## src/rtl/ling_mod_adder_arbiter.sv

```systemverilog
// Round-robin arbiter sharing one modulo-255 end-around-carry adder among N_REQ requesters,
// behind a two-stage pipeline (operand register, result register) with valid/ready on both sides.
`timescale 1ns/1ps

module ling_mod_adder_arbiter #(
   parameter int N_REQ = 4,
   parameter int WIDTH = 8,
   localparam int ID_W = (N_REQ > 1) ? $clog2(N_REQ) : 1
) (
   input  logic                   clk,
   input  logic                   rst,
   input  logic [N_REQ-1:0]       req_valid,
   input  logic [N_REQ*WIDTH-1:0] req_a,
   input  logic [N_REQ*WIDTH-1:0] req_b,
   output logic [N_REQ-1:0]       req_ready,
   output logic                   rsp_valid,
   output logic [WIDTH-1:0]       rsp_sum,
   output logic [ID_W-1:0]        rsp_id,
   input  logic                   rsp_ready,
   output logic                   busy
);

   if (WIDTH != 8) begin : g_width_check
      $error("ling_mod_adder_arbiter: WIDTH must be 8");
   end
   if (N_REQ < 2 || N_REQ > 8) begin : g_nreq_check
      $error("ling_mod_adder_arbiter: N_REQ must be in 2..8");
   end

   // End-around carry: a set carry-out is worth 256 = 255 + 1, so it folds back in as +1.
   // The carry case leaves at most 0xFE in the low bits, so the fold never overflows.
   function automatic logic [WIDTH-1:0] mod_add(input logic [WIDTH-1:0] a, input logic [WIDTH-1:0] b);
      logic [WIDTH:0] s;
      s = {1'b0, a} + {1'b0, b};
      return s[WIDTH-1:0] + {{(WIDTH-1){1'b0}}, s[WIDTH]};
   endfunction

   logic             s1_valid;
   logic [WIDTH-1:0] s1_a;
   logic [WIDTH-1:0] s1_b;
   logic [ID_W-1:0]  s1_id;
   logic [ID_W-1:0]  ptr;
   logic [ID_W-1:0]  ptr_next;
   logic [ID_W-1:0]  grant;
   logic [ID_W:0]    cand;
   logic             grant_valid;
   logic             adv_out;
   logic             accept;
   logic             take;
   logic [WIDTH-1:0] sel_a;
   logic [WIDTH-1:0] sel_b;

   assign adv_out = !rsp_valid || rsp_ready;
   assign accept  = !s1_valid || adv_out;
   assign take    = accept && grant_valid;
   assign busy    = s1_valid || rsp_valid;
   assign sel_a   = req_a[grant*WIDTH +: WIDTH];
   assign sel_b   = req_b[grant*WIDTH +: WIDTH];

   // Scan from ptr upward with wrap; cand carries one extra bit so the wrap is a single subtract.
   always_comb begin
      grant_valid = 1'b0;
      grant       = '0;
      cand        = '0;
      for (int k = 0; k < N_REQ; k++) begin
         cand = {1'b0, ptr} + (ID_W+1)'(k);
         if (cand >= (ID_W+1)'(N_REQ)) begin
            cand = cand - (ID_W+1)'(N_REQ);
         end
         if (!grant_valid && req_valid[cand[ID_W-1:0]]) begin
            grant_valid = 1'b1;
            grant       = cand[ID_W-1:0];
         end
      end
   end

   always_comb begin
      ptr_next = (grant == ID_W'(N_REQ - 1)) ? '0 : grant + 1'b1;
   end

   // Grant is withheld during reset so no requester sees a handshake that the flops will drop.
   always_comb begin
      req_ready = '0;
      if (accept && grant_valid && !rst) begin
         req_ready[grant] = 1'b1;
      end
   end

   always_ff @(posedge clk or posedge rst) begin
      if (rst) begin
         s1_valid  <= 1'b0;
         s1_a      <= '0;
         s1_b      <= '0;
         s1_id     <= '0;
         ptr       <= '0;
         rsp_valid <= 1'b0;
         rsp_sum   <= '0;
         rsp_id    <= '0;
      end else begin
         if (adv_out) begin
            rsp_valid <= s1_valid;
            if (s1_valid) begin
               rsp_sum <= mod_add(s1_a, s1_b);
               rsp_id  <= s1_id;
            end
         end
         if (accept) begin
            s1_valid <= grant_valid;
            if (take) begin
               s1_a  <= sel_a;
               s1_b  <= sel_b;
               s1_id <= grant;
               ptr   <= ptr_next;
            end
         end
      end
   end

endmodule

```

## config.mk

```make
export PLATFORM = sky130hd
export DESIGN_NAME = ling_mod_adder_arbiter
export DESIGN_NICKNAME = d
export VERILOG_FILES = /design/src/rtl/ling_mod_adder_arbiter.sv
export SDC_FILE = /design/constraint.sdc
export NUM_CORES = 1
export LEC_CHECK = 0
export BUFFER_PORTS_ARGS = -buffer_cell sky130_fd_sc_hd__buf_2
export CAP_MARGIN = 15
export CORE_MARGIN = 10
export CORE_UTILIZATION = 49
export CTS_CLUSTER_DIAMETER = 60
export CTS_CLUSTER_SIZE = 24
export DETAILED_ROUTE_END_ITERATION = 10
export HOLD_SLACK_MARGIN = 0.02
export PLACE_DENSITY = 0.83
export SYNTH_ARGS = -nofsm -noshare
export SYNTH_HDL_FRONTEND = slang
export SYNTH_SLANG_ARGS = --single-unit
export TNS_END_PERCENT = 50
```

## constraint.sdc

```tcl
create_clock -name clk -period 3.8 [get_ports clk]
set_input_delay 0.38 -clock clk [delete_from_list [all_inputs] [get_ports clk]]
set_output_delay 0.38 -clock clk [all_outputs]
set_load 0.02 [all_outputs]
```

[Word-level counts from Yosys, hierarchy flattened]
Index checks and enable logic that the tools add are counted.
Cells by class
  $add $sub $neg: 10
  $lt $le $gt $ge: 10
  equality and inequality tests: 1
  shifts and indexed selects: 2
  mux-type cells: 24
  reductions and logical operators: 17
Operators with widths (number)
  $shiftx 32x6->8: 2
  $mux 2: 9
  $lt 2x3->1 const B: 5
  $add 8x8->9: 1
  $ge 3x3->1 const B: 3
  $mux 1: 9
  $add 8x1->8: 1
  $bmux 1 s2: 4
  $sub 2x1->2 const B: 4
  $add 2x2->3 const B: 2
  $logic_and 1x1->1: 6
  $logic_not 1->1: 6
  $mux 4: 1
  $reduce_and 2->1: 2
  $add 2x1->3 const B: 1
  $ge 2x3->1 const B: 1
  $logic_or 1x1->1: 3
  $add 2x1->2 const B: 1
  $demux 1 s2: 1
  $eq 2x2->1 const B: 1
  $ge 2x1->1 const B: 1
Storage, ports and cells
  register bits: 32
  input port bits: 71

[Logic depth before layout (Yosys ltp)]
Gate-level depths: netlist of run 1.
  word-level depth: 19
  depth in mapped cells: 13
  mapped depth without buffers: 13

[Least setup slack after synthesis of run 1]
No wires, ideal clock.
  path type: register to register
  start point: register s1_a[0]
  end point: register rsp_sum[6]
  library setup time: 0.124 ns
  arrival time: 2.643 ns
  required time: 3.676 ns
  setup slack: 1.033 ns
  cell stages (with the launch flop): 13
  period minus slack after synthesis: 2.767 ns
  path through: dfrtp_1 ha_1 fa_1 a211oi_1 o21bai_1 a21oi_1 nor2b_1 o21ai_0 nand2b_1 ha_1 and3_1 and3b_1 o31a_1
On the way
  longest elaborated chain between the ends: 2
Ends and longest elaborated chain
  start: declaration: line 39  | logic [WIDTH-1:0] s1_a;
  start signal: assignment: line 110  | s1_a <= sel_a;
  $add 8x8->9: line 34  | s = {1'b0, a} + {1'b0, b};
  $add 8x1->8: line 35  | return s[WIDTH-1:0] + {{(WIDTH-1){1'b0}}, s[WIDTH]};
  end signal: assignment: line 103  | rsp_sum <= mod_add(s1_a, s1_b);
  end: declaration: line 17  | output logic [WIDTH-1:0] rsp_sum,
Every way passes these cells.
A chain may end at the register's enable or synchronous reset.

[Worst setup path in the final report of run 1]
Ends and elaborated chain as after synthesis.

==> results.md, run 1 <==
* Max-Cap Viols at 0
* Number of synthesized flops with an enable pin at 0
* All-Layer GR Usage at 15.3%
* GRT met3 Usage at approximately 5.8%
* # resized after CTS at 0
* Final setup vio count at 0
* Post-CTS Hold Buffers at 0
* Placed Area at 2730 um^2
* Number of remaining DRC errors at 0
* Pwr dens at 789 nW/um^2
* Row cnt at 24
* CTS clk-pin slew, worst paths at 70 ps
* GRT met2 Usage at 24.7%
* Routed vias/inst at 5.54
* Synth Register Bits at 32
* Max-slew violation count at 0
* Worst r2r dst: rsp_sum[6]
* Layout Nets at 404
* Tot Pwr at around 2200 uW
* WL/cell at 15.7 um
* Clk_skew at 9.00 ps
* GR Util met1 at between 10% and 20%
* Initial core utilization at 51.5%
* Critical path depth at 12
* Origin of the worst setup path: s1_a[0]
* Peak supply drop at 0.000351 V
* Critical path, cell by cell: ha_1 > fa_1 > a211oi_1 > o21bai_1 > a21oi_1 > nor2b_1 > o21ai_0 > nand2b_1 > ha_1 > and3_1 > and3b_1 > o31a_1
* Final cell count without fillers at 371
* Slew HR at 50.8%
* Share of cells above drive strength 1 at around 34%
* H-tree levels at 2
* Hpwl dp at 4.68 mm
* TritonCTS clock tree: done
* Mapped Nets at 321
* Final Critical Period at 3130 ps
* Setup TNS at 0 ps
* Dpl ws at approximately 760 ps
* Fillers at 376
* CTS buffer count at 5
* Clock latency at the later pin of the worst-skew pair at ~290 ps
* WP data arrival at 3300 ps
* Clock sink count at 32
* Clock root buffer: clkbuf_8
* Most Crowded Layer GR: met2
* Ant. Diodes at 0
* Syn Inst Count at 235
* DRT Pass-1 Iters at 4
* Synth top area cells: dfrtp_1, mux2i_1, ha_1, o221ai_1, nand2_1
* Drt initial violations at 87
* I/O pin total at between 80 and 90
* Routed WL at about 5.8 mm
* Top_reg_cell synth: dfrtp_1
* Layout area overhead at 25.4%
* Input/output buffers at 86
* Fin. Hold Viols at 0
* Tcrit/Tclk final at 82.5%
* R2R Path Start: s1_a[0]
* CP required at 3970 ps
* Routability cong. at 0.830
* FMAX at 0.319 GHz
* Reg2reg path depth at 12
* Leak pwr at 0.00149 uW
* Reg area at 801 um^2
* Critical path capture point type: flip-flop
* Area of the mapped netlist at 2270 um^2
* Die W at roughly 88 um
* CORE AREA at between 4000 and 5000 um^2
* Clock Path Buffers at 2
* Final worst slack at 666 ps
* RSZ-0062 raised after global routing: false
* Reg2reg setup slack at 670 ps
* HP Class: input pin to asynchronous set/reset pin
* Multi-input gate area at 1390 um^2
* Number of distinct library cells after synthesis at 49
* Pin count of the biggest net entering global routing at 33
* Initial antenna violation count at 0
* CP max stage delay at 420 ps
* CP max-delay cell: fa_1
* Crit path kind: flip-flop to flip-flop
* Post-route ant nets at 0
* Status: completed
* Seq/Total Area, Yosys at 35.2%
* Die ar. at approximately 7800 um^2
* Crit Path Max Fanout at 5
* Placed cell count at around 360
* Worst-Margin Slew at about 730 ps
* CP Capture Point: rsp_sum[6]
* Vias post-DR at 2055
* Vias in the first global route at between 2000 and 2500
* Area leader, netlist: dfrtp_1
* Setup bufs post-CTS at 0
* Die height at ~90 um
* Ys async rst share at 100%
* Worst path bufs/invs at 0
* Syn avg cell area at between 9 and 10 um^2
* Grt ovf at 0
* Delay-heaviest family, CP: compound AO/OA/AOI/OAI gates
* First-pass GRT wire length at ~9.7 mm
* Cell mode on critical path: ha_1
* Synth top area share at a little over a third
* Finished Cell Area at 2850 um^2
* Yosys Warn Count at 0
* CP startpoint kind: flip-flop
-- report_power, final --
group	switching, uW	internal [uW]
combinational	721	581
sequential	99.2	489
clock	127	231
total	948	1300
-- metal layers --
| metal | wire length, um | part of all wire (%) |
|---|---|---|
| met2 | 2770 | 47 |
| met5 | 0 | 0 |
| met1 | 2500 | 43 |
| met4 | 65 | 1.1 |
| met3 | 502 | 8.6 |
-- kinds of logic (layout without fill, tap and decap cells) --
kind of cell	after synthesis	after routing	synth area share, %
and+or+nand+nor	72	72	16.0
AOI/OAI and AO/OA	53	53	16.6
DFF	32	32	35.2
buffers and inverters	19	103	4.40
muxes	37	37	16.5
xor gates and xnor gates	7	7	2.70
adders and majority gates	15	15	8.58
-- worst min-delay path by stage --
stage / from / end / slack [ps]
3_5_place_dp: rsp_sum[2] / rsp_sum[2] / 460
3_3_place_gp: rsp_sum[1] / rsp_sum[1] / 460
5_1_grt: rst / ptr[1] / 220
4_1_cts: rst / ptr[1] / 180
6_report: rst / ptr[1] / 170
2_1_floorplan: s1_id[0] / s1_id[0] / 440
-- sequential cells by signal, summed over array words and instances, names as in the netlist --
register	flops
ptr	2
rsp_id	2
rsp_sum	8
rsp_valid	1
s1_a	8
s1_b	8
s1_id	2
s1_valid	1
-- stage by stage --
| stage | hold WS (ps) | utilization, % |
|---|---|---|
| 6_report | 172 | 64.6 |
| 2_1_floorplan | 442 | - |
| 4_1_cts | 182 | 64.6 |
| 5_1_grt | 219 | 64.6 |
| 3_3_place_gp | 456 | 61.8 |
| 3_5_place_dp | 464 | 61.8 |
-- Yosys cell counts (2+ instances only) --
master and number:
xnor2_1 4, mux2_2 4, nor2b_1 2, nand2b_1 8
o31ai_1 2, nor2_1 6, o221ai_1 16, inv_1 6
and3_1 3, a21oi_1 9, o21a_1 2, nand2_1 32
buf_2 4, nor3_1 2, mux2i_1 33, dfrtp_1 32
and2_1 4, o21ai_0 12, nand3_1 4, buf_4 4
clkbuf_1 3, ha_1 14, xor2_1 3
-- area by class of cell --
class | count | share of cell area, %
clock inverter | 1 | 1.05
timing repair buffer | 89 | 15.9
sequential | 32 | 28.1
tap | 52 | 2.28
inverter | 6 | 0.789
multi-input combinational | 184 | 48.6
clock buffer | 7 | 3.38
-- cells in the final DEF (no fill, tap or decap), drive strengths merged, types with 2 or more instances in the layout --
cell / synthesis / final
buf: 9 / 89
mux2i: 33 / 33
nand2: 32 / 32
dfrtp: 32 / 32
o221ai: 16 / 16
ha: 14 / 14
o21ai: 13 / 13
a21oi: 10 / 10
nand2b: 8 / 8
clkbuf: 4 / 7
nor2: 7 / 7
inv: 6 / 6
mux2: 4 / 4
xnor2: 4 / 4
nand3: 4 / 4
and2: 4 / 4
xor2: 3 / 3
and3: 3 / 3
nor2b: 2 / 2
o31ai: 2 / 2
o21a: 2 / 2
nor3: 2 / 2
or4: 2 / 2
or2: 2 / 2
-- worst reg2reg max path: stages (launching register included) --
cell and delay (ps):
dfrtp_1 380, ha_1 240, fa_1 420, a211oi_1 360
o21bai_1 140, a21oi_1 230, nor2b_1 70, o21ai_0 170
nand2b_1 110, ha_1 210, and3_1 210, and3b_1 190
o31a_1 270
Power figures use the tool's default switching activity.
==> run 2, diff against run 1 <==
--- a/config.mk
+++ b/config.mk
@@ -8,12 +8,12 @@
 export BUFFER_PORTS_ARGS = -buffer_cell sky130_fd_sc_hd__buf_2
 export CAP_MARGIN = 15
 export CORE_MARGIN = 10
-export CORE_UTILIZATION = 49
+export CORE_UTILIZATION = 45
 export CTS_CLUSTER_DIAMETER = 60
 export CTS_CLUSTER_SIZE = 24
 export DETAILED_ROUTE_END_ITERATION = 10
 export HOLD_SLACK_MARGIN = 0.02
-export PLACE_DENSITY = 0.83
+export PLACE_DENSITY = 0.8
 export SYNTH_ARGS = -nofsm -noshare
 export SYNTH_HDL_FRONTEND = slang
 export SYNTH_SLANG_ARGS = --single-unit
==> constraint.sdc (replaced) <==
create_clock -name clk -period 2.54 [get_ports clk]
set_input_delay 0.254 -clock clk [delete_from_list [all_inputs] [get_ports clk]]
set_output_delay 0.254 -clock clk [all_outputs]
set_load 0.02 [all_outputs]
==> run 2 against run 1 <==
Against the previous run:
- the run now ends with setup timing left
- setup slack got worse by 810 ps
- combinational power rose by 72%
- sequential power rose by 51%
- critical path depth did not move
- non-clock buffer count rose by 15
- critical path type unchanged
==> results.md, run 2 (synthesis results as in run 1) <==
* Failing checks: setup timing
* Layout area overhead at 31.4%
* Ant. Diodes at 0
* Peak supply drop at around 0.00064 V
* Number of remaining DRC errors at 0
* Status: finished with violations
* Final worst slack at -141 ps
* Drt initial violations at 59
* Clock sink count at 32
* First-pass GRT wire length at between 10 and 15 mm
* Layout Nets at roughly 420
* Top flop regs: rsp_sum (8), s1_a (8), s1_b (8)
* H-tree levels at 2
* Worst r2r dst: rsp_sum[6]
* Max-slew violation count at 0
* Final Core Density at 62.0%
* Critical path capture point type: flip-flop
* Routed vias/inst at 5.28
* Routability cong. at 0.825
* WP data arrival at between 2000 and 3000 ps
* WL/cell at ~15 um
* Vias post-DR at 2119
* Die W at slightly above 90 um
* Share of cells above drive strength 1 at approximately two fifths
* Clock latency at the later pin of the worst-skew pair at a little under 300 ps
* Initial core utilization at 47.2%
* Reg2reg setup slack at -140 ps
* Most frequent cells in the layout: buf_2, mux2i_1, nand2_1
* Initial antenna violation count at 0
* Die height at 91.1 um
* Row cnt at 25
* Hpwl dp at roughly 4.8 mm
* Origin of the worst setup path: s1_b[0]
* CORE AREA at approximately 4800 um^2
* HP Class: input pin to asynchronous set/reset pin
* Die ar. at 8300 um^2
* Clock Path Buffers at 2
* I/O pin total at 87
* Clock root buffer: clkbuf_8
* All-Layer GR Usage at 14.2%
* Input/output buffers at between 80 and 90
* FMAX at 0.373 GHz
* TritonCTS clock tree: done
* Slew HR at 57.9%
* CP Capture Point: rsp_sum[6]
* Reg2reg path depth at 12
* Pin count of the biggest net entering global routing at 33
* Final Critical Period at 2680 ps
* Crit Path Max Fanout at 5
* Most common cell after layout, fill and taps aside: buf_2
* Leak pwr at 0.00154 uW
* Post-route ant nets at 0
* Fillers at 416
* CTS clk-pin slew, worst paths at 70 ps
* R2R Path Start: s1_b[0]
* CP required at 2710 ps
* Max-Cap Viols at 0
* Routed WL at 6.12 mm
* DRT Pass-1 Iters at 4
* RSZ-0062 raised after global routing: true
* Setup TNS at -376 ps
* Final setup vio count at 4
* Grt ovf at 0
* Post-CTS Hold Buffers at 0
* Tcrit/Tclk final at 106%
* Pwr dens at between 1000 and 1500 nW/um^2
* Fin. Hold Viols at 0
* Worst-Margin Slew at about 630 ps
* CTS buffer count at 5
* CP startpoint kind: flip-flop
* Vias in the first global route at ~2300
* Crit path kind: flip-flop to flip-flop
* Clk_skew at between 7 and 8 ps
==> run 2: report_power, final <==
part / internal (uW) / switching (uW) / leakage [uW] / total [uW]
clock network: 216 / 193 / 0.0000510 / 409
registers: 734 / 154 / 0.000383 / 888
logic: 1080 / 1160 / 0.00110 / 2240
==> run 2: final cells by class <==
type	count	area, um^2	share of cell area, %
multi-input combinational	184	1420	47.6
sequential	32	802	26.8
timing repair buffer	104	566	18.9
tap	67	83.8	2.81
clock buffer	6	82.6	2.76
inverter	6	22.5	0.754
clock inverter	2	10.0	0.335
==> run 2: per-stage QoR <==
| stage | std cells | power, uW | setup slack [ps] | hold WS, ps | cell area (um^2) |
|---|---|---|---|---|---|
| finish | 401 | 3540 | -141 | 40.9 | 2990 |
| detailed placement | 386 | 2980 | -104 | 372 | 2830 |
| floorplan | 235 | 2430 | 7.08 | 358 | 2300 |
| CTS | 399 | 3470 | -71.2 | 58.4 | 2960 |
| global route | 401 | 3830 | -259 | 103 | 2990 |
| global placement | 386 | 2920 | -12.3 | 365 | 2830 |
==> run 2: metal layers <==
metal | vias to the layer above | track usage, % | share of wire (%)
li1 | 1058 | - | -
met1 | 977 | 16.1 | 44
met2 | 76 | 24.1 | 48
met3 | 8 | 4.61 | 6.1
met4 | 0 | 6.01 | 1.4
met5 | - | 0 | 0
==> run 2: critical path, stage by stage, from the launching register on <==
cell      delay [ps]
dfrtp_1          400
ha_2             210
fa_2             380
a211oi_4         230
o21bai_1         120
a21oi_2          170
nor2b_1           70
o21ai_1          130
nand2b_1         100
ha_2             190
and3_4           180
and3b_1          160
o31a_1           240
==> run 2: worst min path at each step <==
stage	to	slack (ps)	start
finish	ptr[1]	40	rst
global route	ptr[1]	100	rst
CTS	ptr[1]	60	rst
detailed placement	ptr[1]	370	rst
global placement	ptr[1]	370	rst
floorplan	s1_valid	360	req_valid[2]
==> run 2: repair_timing <==
| action | CTS | global route |
|---|---|---|
| pin swaps | 6 | 1 |
| setup buffers | 5 | 2 |
| gates resized for setup | 0 | 3 |
| endpoints found under the setup margin | 4 | 9 |
==> run 3, diff against run 2 <==
--- a/config.mk
+++ b/config.mk
@@ -13,7 +13,7 @@
 export CTS_CLUSTER_SIZE = 24
 export DETAILED_ROUTE_END_ITERATION = 10
 export HOLD_SLACK_MARGIN = 0.02
-export PLACE_DENSITY = 0.8
+export PLACE_DENSITY = 0.75
 export SYNTH_ARGS = -nofsm -noshare
 export SYNTH_HDL_FRONTEND = slang
 export SYNTH_SLANG_ARGS = --single-unit
==> run 3 against run 2 <==
Against the previous run:
- the run still ends with setup timing left
- routed wire length is 1.2% lower
- total power is 3.9% higher
- clock skew is 3.7 ps lower
- clock power is 16% higher
- register-to-register slack better by 20 ps
- sequential cell count stayed put
- core utilization is 0.96 points higher
- setup slack better by 24 ps
- design area is 1.5% higher
- non-clock buffer count is 5 higher
- critical path type unchanged
==> results.md, run 3 (synthesis results as in run 1) <==
* Peak supply drop at roughly 0.00050 V
* FMAX at 0.376 GHz
* H-tree levels at 2
* Routed vias/inst at around 5.3
* Max-slew violation count at 0
* Clock latency at the later pin of the worst-skew pair at between 200 and 300 ps
* Post-route ant nets at 0
* CP startpoint kind: flip-flop
* CP required at 2710 ps
* Dpl ws at -101 ps
* Layout area overhead at 33.4%
* Die W at 91.1 um
* Ant. Diodes at 0
* Clock sink count at 32
* Reg2reg setup slack at -120 ps
* Vias post-DR at between 2000 and 2500
* Number of remaining DRC errors at 0
* R2R Path Start: s1_a[0]
* CTS clk-pin slew, worst paths at 70 ps
* Crit path kind: flip-flop to flip-flop
* WP data arrival at roughly 2800 ps
* Final setup vio count at 3
* Routed WL at 6.05 mm
* Clock root buffer: clkbuf_8
* Vias in the first global route at ~2400
* Clock Path Buffers at 2
* Pin count of the biggest net entering global routing at 23
* Most frequent cells in the layout: buf_2, mux2i_1, nand2_1, dfrtp_1, buf_4
* Share of cells above drive strength 1 at 39.5%
* Grt ovf at 0
* Hpwl dp at 4.87 mm
* Worst r2r dst: rsp_sum[6]
* Status: finished with violations
* Die ar. at 8300 um^2
* Tcrit/Tclk final at 105%
* Tot Pwr at 3680 uW
* Routability cong. at 0.817
* Slew HR at 59.7%
* Worst-Margin Slew at 604 ps
* Layout Nets at 424
* Pwr dens at 1210 nW/um^2
* Max-Cap Viols at 0
* DRT Pass-1 Iters at 4
* HP Class: input pin to flip-flop
* Fillers at 425
* Fin. Hold Viols at 0
* All-Layer GR Usage at 15.1%
* CTS buffer count at 5
* Final Critical Period at 2660 ps
* Die height at about 90 um
* Leak pwr at 0.00156 uW
* I/O pin total at 87
* Initial antenna violation count at 0
* Drt initial violations at 100
* Final worst slack at -117 ps
* Most common cell after layout, fill and taps aside: buf_2
* First-pass GRT wire length at 10.7 mm
* Clk_skew at about 3.9 ps
* Crit Path Max Fanout at 4
* Row cnt at 25
* RSZ-0062 raised after global routing: true
* Reg2reg path depth at 13
* Critical path capture point type: flip-flop
* Critical hold path startpoint: req_valid[3]
* Hold Crit Depth at 3
* WL/cell at about 15 um
* Initial core utilization at a little under half
* Top flop regs: rsp_sum (8), s1_a (8), s1_b (8)
* CORE AREA at 4820 um^2
* TritonCTS clock tree: done
* Input/output buffers at 86
* Failing checks: setup timing
* Hold endpoint: s1_valid
[run 3: what timing repair did]
| item | in CTS | in global routing |
|---|---|---|
| hold buffers | 1 | 0 |
| gates resized for setup | 0 | 2 |
| pin swaps | 6 | 2 |
| hold endpoints to repair | 10 | 0 |
| setup buffers | 7 | 3 |
| setup endpoints to repair | 5 | 8 |
[run 3: metrics by stage]
stage / TNS [ps] / hold slack (ps) / cells / utilization, % / cell area (um^2)
after global routing: -1100 / 252 / 406 / 63.0 / 3030
after CTS: -37.8 / 227 / 403 / 62.4 / 3010
final: -158 / 229 / 406 / 63.0 / 3030
after floorplan: 0 / 358 / 235 / - / 2300
after global placement: -17.8 / 260 / 387 / 58.9 / 2840
after detailed placement: -307 / 266 / 387 / 58.9 / 2840
[run 3: routing by layer]
| layer | vias up | global-route usage [%] | wire, um |
|---|---|---|---|
| met5 | - | 0 | 0 |
| met4 | 0 | 4.83 | 90 |
| met3 | 7 | 4.03 | 386 |
| met2 | 77 | 26.1 | 3010 |
| met1 | 984 | 17.6 | 2560 |
| li1 | 1069 | - | - |
[run 3: how the worst max path moves through the flow]
stage | startpoint | slack [ps] | endpoint
6_report | s1_a[0] | -120 | rsp_sum[6]
5_1_grt | s1_a[0] | -220 | rsp_sum[6]
4_1_cts | s1_a[0] | -40 | rsp_sum[6]
3_5_place_dp | s1_b[0] | -100 | rsp_sum[6]
3_3_place_gp | s1_b[0] | -20 | rsp_sum[6]
2_1_floorplan | s1_b[0] | 7 | rsp_sum[6]
[run 3: layout make-up]
| class | count | area, um^2 | share of cell area (%) |
|---|---|---|---|
| clock inverters | 2 | 35.0 | 1.15 |
| inverters | 6 | 22.5 | 0.742 |
| flip-flops and latches | 32 | 801 | 26.4 |
| clock buffers | 6 | 72.6 | 2.39 |
| repair buffers | 109 | 606 | 20.0 |
| well taps | 67 | 83.8 | 2.76 |
| multi-input cells | 184 | 1410 | 46.6 |
[run 3: critical path, cell delays in order, from the launching register on]
cell	delay (ps)
dfrtp_1	380
ha_2	200
fa_2	340
a211oi_2	220
buf_4	150
buf_4	90
buf_4	90
buf_4	90
buf_4	100
nor2_1	50
xor2_1	190
and4_4	270
a21boi_0	80
o31a_1	280
[run 3: report_power, final]
part	internal, uW	total [uW]	switching, uW
clock	291	475	184
sequential	732	880	148
combinational	1140	2320	1180
